## src/rtl/hbm_axi_txn_limiter.sv

```systemverilog
// Outstanding-transaction limiter between the NoC and the HBM wrapper: gates AW/AR admission
// until HBM is calibrated, caps outstanding writes/reads, and drains/holds traffic on flush.

package hbm_axi_txn_limiter_pkg;

  typedef struct packed {
    logic [3:0]  id;
    logic [31:0] addr;
    logic [7:0]  len;
    logic [2:0]  size;
    logic [1:0]  burst;
  } hbm_ax_chan_t;

  typedef struct packed {
    logic [63:0] data;
    logic [7:0]  strb;
    logic        last;
  } hbm_w_chan_t;

  typedef struct packed {
    logic [3:0] id;
    logic [1:0] resp;
  } hbm_b_chan_t;

  typedef struct packed {
    logic [3:0]  id;
    logic [63:0] data;
    logic [1:0]  resp;
    logic        last;
  } hbm_r_chan_t;

  typedef struct packed {
    hbm_ax_chan_t aw;
    logic         aw_valid;
    hbm_w_chan_t  w;
    logic         w_valid;
    logic         b_ready;
    hbm_ax_chan_t ar;
    logic         ar_valid;
    logic         r_ready;
  } hbm_req_t;

  typedef struct packed {
    logic        aw_ready;
    logic        ar_ready;
    logic        w_ready;
    hbm_b_chan_t b;
    logic        b_valid;
    hbm_r_chan_t r;
    logic        r_valid;
  } hbm_rsp_t;

endpackage

// state | meaning
// INIT  | waiting for HBM calibration, AW/AR blocked
// RUN   | normal traffic, AW/AR admitted while under the outstanding limit
// DRAIN | flush requested, AW/AR blocked until all outstanding txns complete
// HALT  | drained, AW/AR blocked until flush is released
module hbm_axi_txn_limiter #(
  parameter type axi_req_t = hbm_axi_txn_limiter_pkg::hbm_req_t,
  parameter type axi_rsp_t = hbm_axi_txn_limiter_pkg::hbm_rsp_t,
  parameter int  MaxWrTxns = 8,
  parameter int  MaxRdTxns = 8
) (
  input  logic       clk_i,
  input  logic       rst_i,
  input  logic       hbm_ready_i,
  input  logic       flush_i,
  input  axi_req_t   slv_req_i,
  output axi_rsp_t   slv_rsp_o,
  output axi_req_t   mst_req_o,
  input  axi_rsp_t   mst_rsp_i,
  output logic       flush_done_o,
  output logic [7:0] wr_cnt_o,
  output logic [7:0] rd_cnt_o,
  output logic       err_o
);

  localparam logic [7:0] MAX_WR = 8'(MaxWrTxns);
  localparam logic [7:0] MAX_RD = 8'(MaxRdTxns);

  typedef enum logic [1:0] {
    INIT  = 2'd0,
    RUN   = 2'd1,
    DRAIN = 2'd2,
    HALT  = 2'd3
  } state_e;

  state_e     state_q, state_d;
  logic [7:0] wr_cnt_q, wr_cnt_d;
  logic [7:0] rd_cnt_q, rd_cnt_d;
  logic       err_q, flush_done_q;
  logic       aw_en, ar_en;
  logic       aw_hs, b_hs, ar_hs, r_last_hs;
  logic       wr_err, rd_err;

  // Enables come from registered state/counts only, so no valid->ready loop is created
  assign aw_en = (state_q == RUN) && (wr_cnt_q < MAX_WR);
  assign ar_en = (state_q == RUN) && (rd_cnt_q < MAX_RD);

  always_comb begin
    mst_req_o          = slv_req_i;
    mst_req_o.aw_valid = slv_req_i.aw_valid & aw_en;
    mst_req_o.ar_valid = slv_req_i.ar_valid & ar_en;
    slv_rsp_o          = mst_rsp_i;
    slv_rsp_o.aw_ready = mst_rsp_i.aw_ready & aw_en;
    slv_rsp_o.ar_ready = mst_rsp_i.ar_ready & ar_en;
  end

  assign aw_hs     = mst_req_o.aw_valid & mst_rsp_i.aw_ready;
  assign ar_hs     = mst_req_o.ar_valid & mst_rsp_i.ar_ready;
  assign b_hs      = mst_rsp_i.b_valid & slv_req_i.b_ready;
  assign r_last_hs = mst_rsp_i.r_valid & slv_req_i.r_ready & mst_rsp_i.r.last;

  always_comb begin
    state_d = state_q;
    unique case (state_q)
      INIT:    if (hbm_ready_i) state_d = RUN;
      RUN:     if (flush_i) state_d = DRAIN;
      DRAIN:   if ((wr_cnt_q == 8'd0) && (rd_cnt_q == 8'd0)) state_d = HALT;
      HALT:    if (!flush_i) state_d = RUN;
      default: state_d = INIT;
    endcase
  end

  // A simultaneous increment masks a decrement at zero, so it is not flagged as unsolicited
  always_comb begin
    wr_cnt_d = wr_cnt_q;
    wr_err   = 1'b0;
    if (aw_hs && !b_hs) begin
      wr_cnt_d = wr_cnt_q + 8'd1;
    end else if (b_hs && !aw_hs) begin
      if (wr_cnt_q == 8'd0) wr_err = 1'b1;
      else                  wr_cnt_d = wr_cnt_q - 8'd1;
    end
  end

  always_comb begin
    rd_cnt_d = rd_cnt_q;
    rd_err   = 1'b0;
    if (ar_hs && !r_last_hs) begin
      rd_cnt_d = rd_cnt_q + 8'd1;
    end else if (r_last_hs && !ar_hs) begin
      if (rd_cnt_q == 8'd0) rd_err = 1'b1;
      else                  rd_cnt_d = rd_cnt_q - 8'd1;
    end
  end

  always_ff @(posedge clk_i or posedge rst_i) begin
    if (rst_i) begin
      state_q      <= INIT;
      wr_cnt_q     <= 8'd0;
      rd_cnt_q     <= 8'd0;
      err_q        <= 1'b0;
      flush_done_q <= 1'b0;
    end else begin
      state_q      <= state_d;
      wr_cnt_q     <= wr_cnt_d;
      rd_cnt_q     <= rd_cnt_d;
      err_q        <= err_q | wr_err | rd_err;
      flush_done_q <= (state_d == HALT);
    end
  end

  assign wr_cnt_o     = wr_cnt_q;
  assign rd_cnt_o     = rd_cnt_q;
  assign err_o        = err_q;
  assign flush_done_o = flush_done_q;

endmodule

```

## config.mk

```make
export PLATFORM = sky130hd
export DESIGN_NAME = hbm_axi_txn_limiter
export DESIGN_NICKNAME = d
export VERILOG_FILES = /design/src/rtl/hbm_axi_txn_limiter.sv
export SDC_FILE = /design/constraint.sdc
export NUM_CORES = 1
export LEC_CHECK = 0
export CORE_AREA = 2 2 207 209
export CTS_BUF_LIST = sky130_fd_sc_hd__clkbuf_16
export DETAILED_ROUTE_END_ITERATION = 12
export DIE_AREA = 0 0 209 211
export GPL_TIMING_DRIVEN = 0
export PLACE_DENSITY = 0.43
export SYNTH_ARGS = -nofsm -noshare
export SYNTH_HDL_FRONTEND = slang
export SYNTH_SLANG_ARGS = --single-unit
```

## constraint.sdc

```tcl
create_clock -name clk_i -period 2.85 [get_ports clk_i]
set_clock_uncertainty 0.15 [all_clocks]
set_input_delay 0.7125 -clock clk_i [delete_from_list [all_inputs] [get_ports clk_i]]
set_output_delay 0.7125 -clock clk_i [all_outputs]
set_load 0.01 [all_outputs]
```

==> impl_metrics.tcl <==
set metrics [dict create \
    design_area_sq_um 7525 \
    cp_slowest_cell "or4_4" \
    rows 75 \
    drt_iter0_markers 38 \
    antenna_found_initial 0 \
    clock-sinks 20 \
    endpoint_kind "flop" \
    min_period_ps 3036 \
    fmax_mhz 329.4 \
    critical_path_required_ps 2850 \
    p_int_uw 2288 \
    hp-start "err_o$_DFF_PP0_" \
    cp.arrival_ps 3030 \
    fin_cells 1257 \
    syn_avg_cell_area_sq_um 8.298 \
    gp_congestion 0.7006 \
    worst_slack_ps -185.7 \
    p_sw_share_pct 37.15 \
    register_area_sq_um 504.2 \
    drv_slew 0 \
    drt-total-wl_microns 14400 \
    ys_types 37 \
    ys.warnings.count 0 \
    period_share_pct 106.5 \
    seqPwrFrac_pct 16.5 \
    core_area_sq_um 41760 \
    ys_async_sr_fraction_pct 100.0 \
    viasPerCell 2.778 \
    finish.utilization_pct 18.02 \
    n_antenna_cell 0 \
    cp_top_family "simple AND/OR/NAND/NOR gates" \
    critPathBufInv 2 \
    final_nets 999 \
    worst_skew_pair.late_latency_ps 260 \
    synth_edf_count 0 \
    cts-root-buf "clkbuf_16" \
    drt-wirelength-per-cell_microns 11.45 \
    synth_top_area_cell "buf_4" \
    die-area_sq_um 44100 \
    antenna_left 0 \
    p_clk_share_pct 11.0 \
    fill_cells 4576 \
    p_leak_uw 0.003264 \
    ys_seq_elements 20 \
    syn_inst 405 \
    synth_top_area_share_pct 56.74 \
    syn-cell-area_sq_um 3361 \
    fin_tns_setup_ps -677.3 \
    track_usage_pct 5.731 \
    ys_top_cells_by_count "buf_4, dfrtp_1, nand2_1" \
    violations "setup timing" \
    synthTopCellsByArea "buf_4, dfrtp_1, ha_1" \
    worst-path-max-fanout 6 \
    hold_ws_ps 318.3 \
    cts_tree "yes" \
    multi_input_area_sq_um 1225 \
    rsz0062_at_grt "true" \
    min_path_type "flop to flop" \
    drc 0 \
    setup_viol 7 \
    outcome "complete, but fails checks" \
    dpl_cell_area_sq_um 7084 \
    clock_path_buffers 2 \
    dieHeight_microns 211 \
    clkSlewWorstSetupHoldPaths_ps 60 \
    peakVddDrop_mv 0.2895 \
    pwr_density_cell_nw_per_um2 483.8 \
    die_w_microns 209 \
    worst_pin_slew_ps 935.0 \
    cap_violations 0 \
    cp_cell_sequence "or4_4 -> nor2_4 -> and3_4 -> nand2_4 -> inv_4 -> ha_4 -> inv_8 -> fa_2 -> a211oi_2 -> o21bai_1 -> a21oi_1 -> xnor2_1 -> mux2_4" \
    drive_above_1_share_pct 46.80 \
    hold_viol 0 \
    ys.flop_type "dfrtp_1" \
    r2r_start "rd_cnt_o[6]$_DFFE_PP0P_" \
    cts_buffers 3 \
    yosysSeqAreaShare_pct 14.89 \
    p_comb_share_pct 72.5 \
    initial_core_util_pct 8.048 \
    ios 538 \
    grt_max_degree 21 \
    drt-pass1-iter-count 4 \
    crit_path_start_kind "flop" \
    max-slew-margin-rel_pct 37.60 \
    h-tree-depth 1 \
    worstSetupPathType "flop to flop" \
    numPortBuffers 288 \
    slowest_delay_ps 560 \
    vias 3492 \
    grt_overflow 0 \
    startpoint "rd_cnt_o[6]$_DFFE_PP0P_" \
    p_sw_uw 1352 \
    synth.most_common_cell "buf_4" \
    syn_nets 685 \
    grt_pass1_wl_microns 19280 \
    grt_pass1_vias 3387 \
    dp.cells 1232 \
    area_growth_syn_to_layout_pct 123.9 \
    hpwl_microns 12920 \
]
metal layers:
layer	share of wire, %	up-vias	track usage, %	routed length, microns
met5	0	-	0	0
met4	0.88	0	1.404	126
met3	6.8	5	0.7583	980
met2	58	266	12.01	8422
met1	34	1543	5.870	4867
li1	-	1678	-	-
placed cells by master (no fill, tap or decap), types with 2 or more instances in the layout:
cell and instances:
mux2i_1 2, o21bai_1 2, nand2_1 13, nand2_2 2
ha_1 3, nor2_1 2, nand2b_1 2, o21ai_0 6
o21ai_1 5, dfrtp_2 3, or4_4 2, xnor2_1 7
inv_1 5, dfrtp_1 17, inv_8 2, nand2_4 2
clkdlybuf4s50_1 284, and3_1 2, xnor2_2 2, and3_4 2
nand3_1 3, a21oi_4 2, dlygate4sd2_1 3, or3_1 2
a21o_1 4, fa_2 2, clkbuf_16 3, mux2_4 3
a211oi_2 2, and3b_2 2, nor2_4 2, nand4_1 2
a21oi_1 5, a21oi_2 4, buf_4 275, ha_4 13
xor2_1 5
power by group through the flow:
stage | registers, uW | logic [uW] | clock network (uW)
2_1_floorplan | 631 | 1280 | 0
3_3_place_gp | 625 | 2270 | 0
3_5_place_dp | 628 | 2250 | 0
4_1_cts | 604 | 2560 | 423
5_1_grt | 630 | 2860 | 436
6_report | 599 | 2640 | 400
stage by stage:
stage | setup WS [ps] | total power (uW)
global route | -339.8 | 3927
global placement | -596.0 | 2894
finish | -185.7 | 3640
floorplan | -162.7 | 1909
CTS | -274.0 | 3584
detailed placement | -618.2 | 2876
worst reg2reg max path, cell delays in order (launching register included):
cell	delay (ps)
dfrtp_1	370
or4_4	560
nor2_4	130
and3_4	210
nand2_4	70
inv_4	60
ha_4	170
inv_8	60
fa_2	340
a211oi_2	180
o21bai_1	100
a21oi_1	160
xnor2_1	80
mux2_4	260
flip-flops by register name, indices dropped and copies added (netlist names):
signal / flops
err_o: 1
wr_cnt_o: 8
flush_done_o: 1
rd_cnt_o: 8
state_q: 2
path summary, 6_finish.rpt:
kind	slack (ps)	depth (start not counted)	end
max in group asynchronous	1100	2	wr_cnt_o[6]$_DFFE_PP0P_
hold reg to reg	320	1	err_o$_DFF_PP0_
hold / removal	320	1	err_o$_DFF_PP0_
min in group asynchronous	810	2	rd_cnt_o[0]$_DFFE_PP0P_
setup / recovery	-190	13	rd_cnt_o[6]$_DFFE_PP0P_
setup reg to reg	-190	13	rd_cnt_o[6]$_DFFE_PP0P_
area by class of cell:
class                           count  area share, %
Clock buffer                        3         0.9977
Tap cell                          539          8.962
Timing Repair Buffer              309          40.49
Sequential cell                    20          6.701
Clock inverter                      1         0.3991
Multi-Input combinational cell    121          16.28
Inverter                            9         0.6817
Buffer                            255          25.49
what timing repair did:
action / CTS / global route
setup buffers: 17 / 4
hold buffers: 0 / 0
setup endpoints to repair: 20 / 10
pin swaps: 27 / 15
resized for setup: 29 / 12
logic make-up (layout without fill, tap and decap cells):
group                    count (synthesis)  count (layout)  share of synthesized area (%)
adder cells (fa/ha/maj)                 18              18                          7.148
AND/OR/NAND/NOR                         47              47                          7.409
buffers and inverters                  264             577                          58.08
AO/OA/AOI/OAI                           36              36                          6.552
flip-flops                              20              20                          14.89
XOR/XNOR                                14              14                          3.649
multiplexers                             6               6                          2.271
No activity file was read; power rests on OpenSTA's default activity.
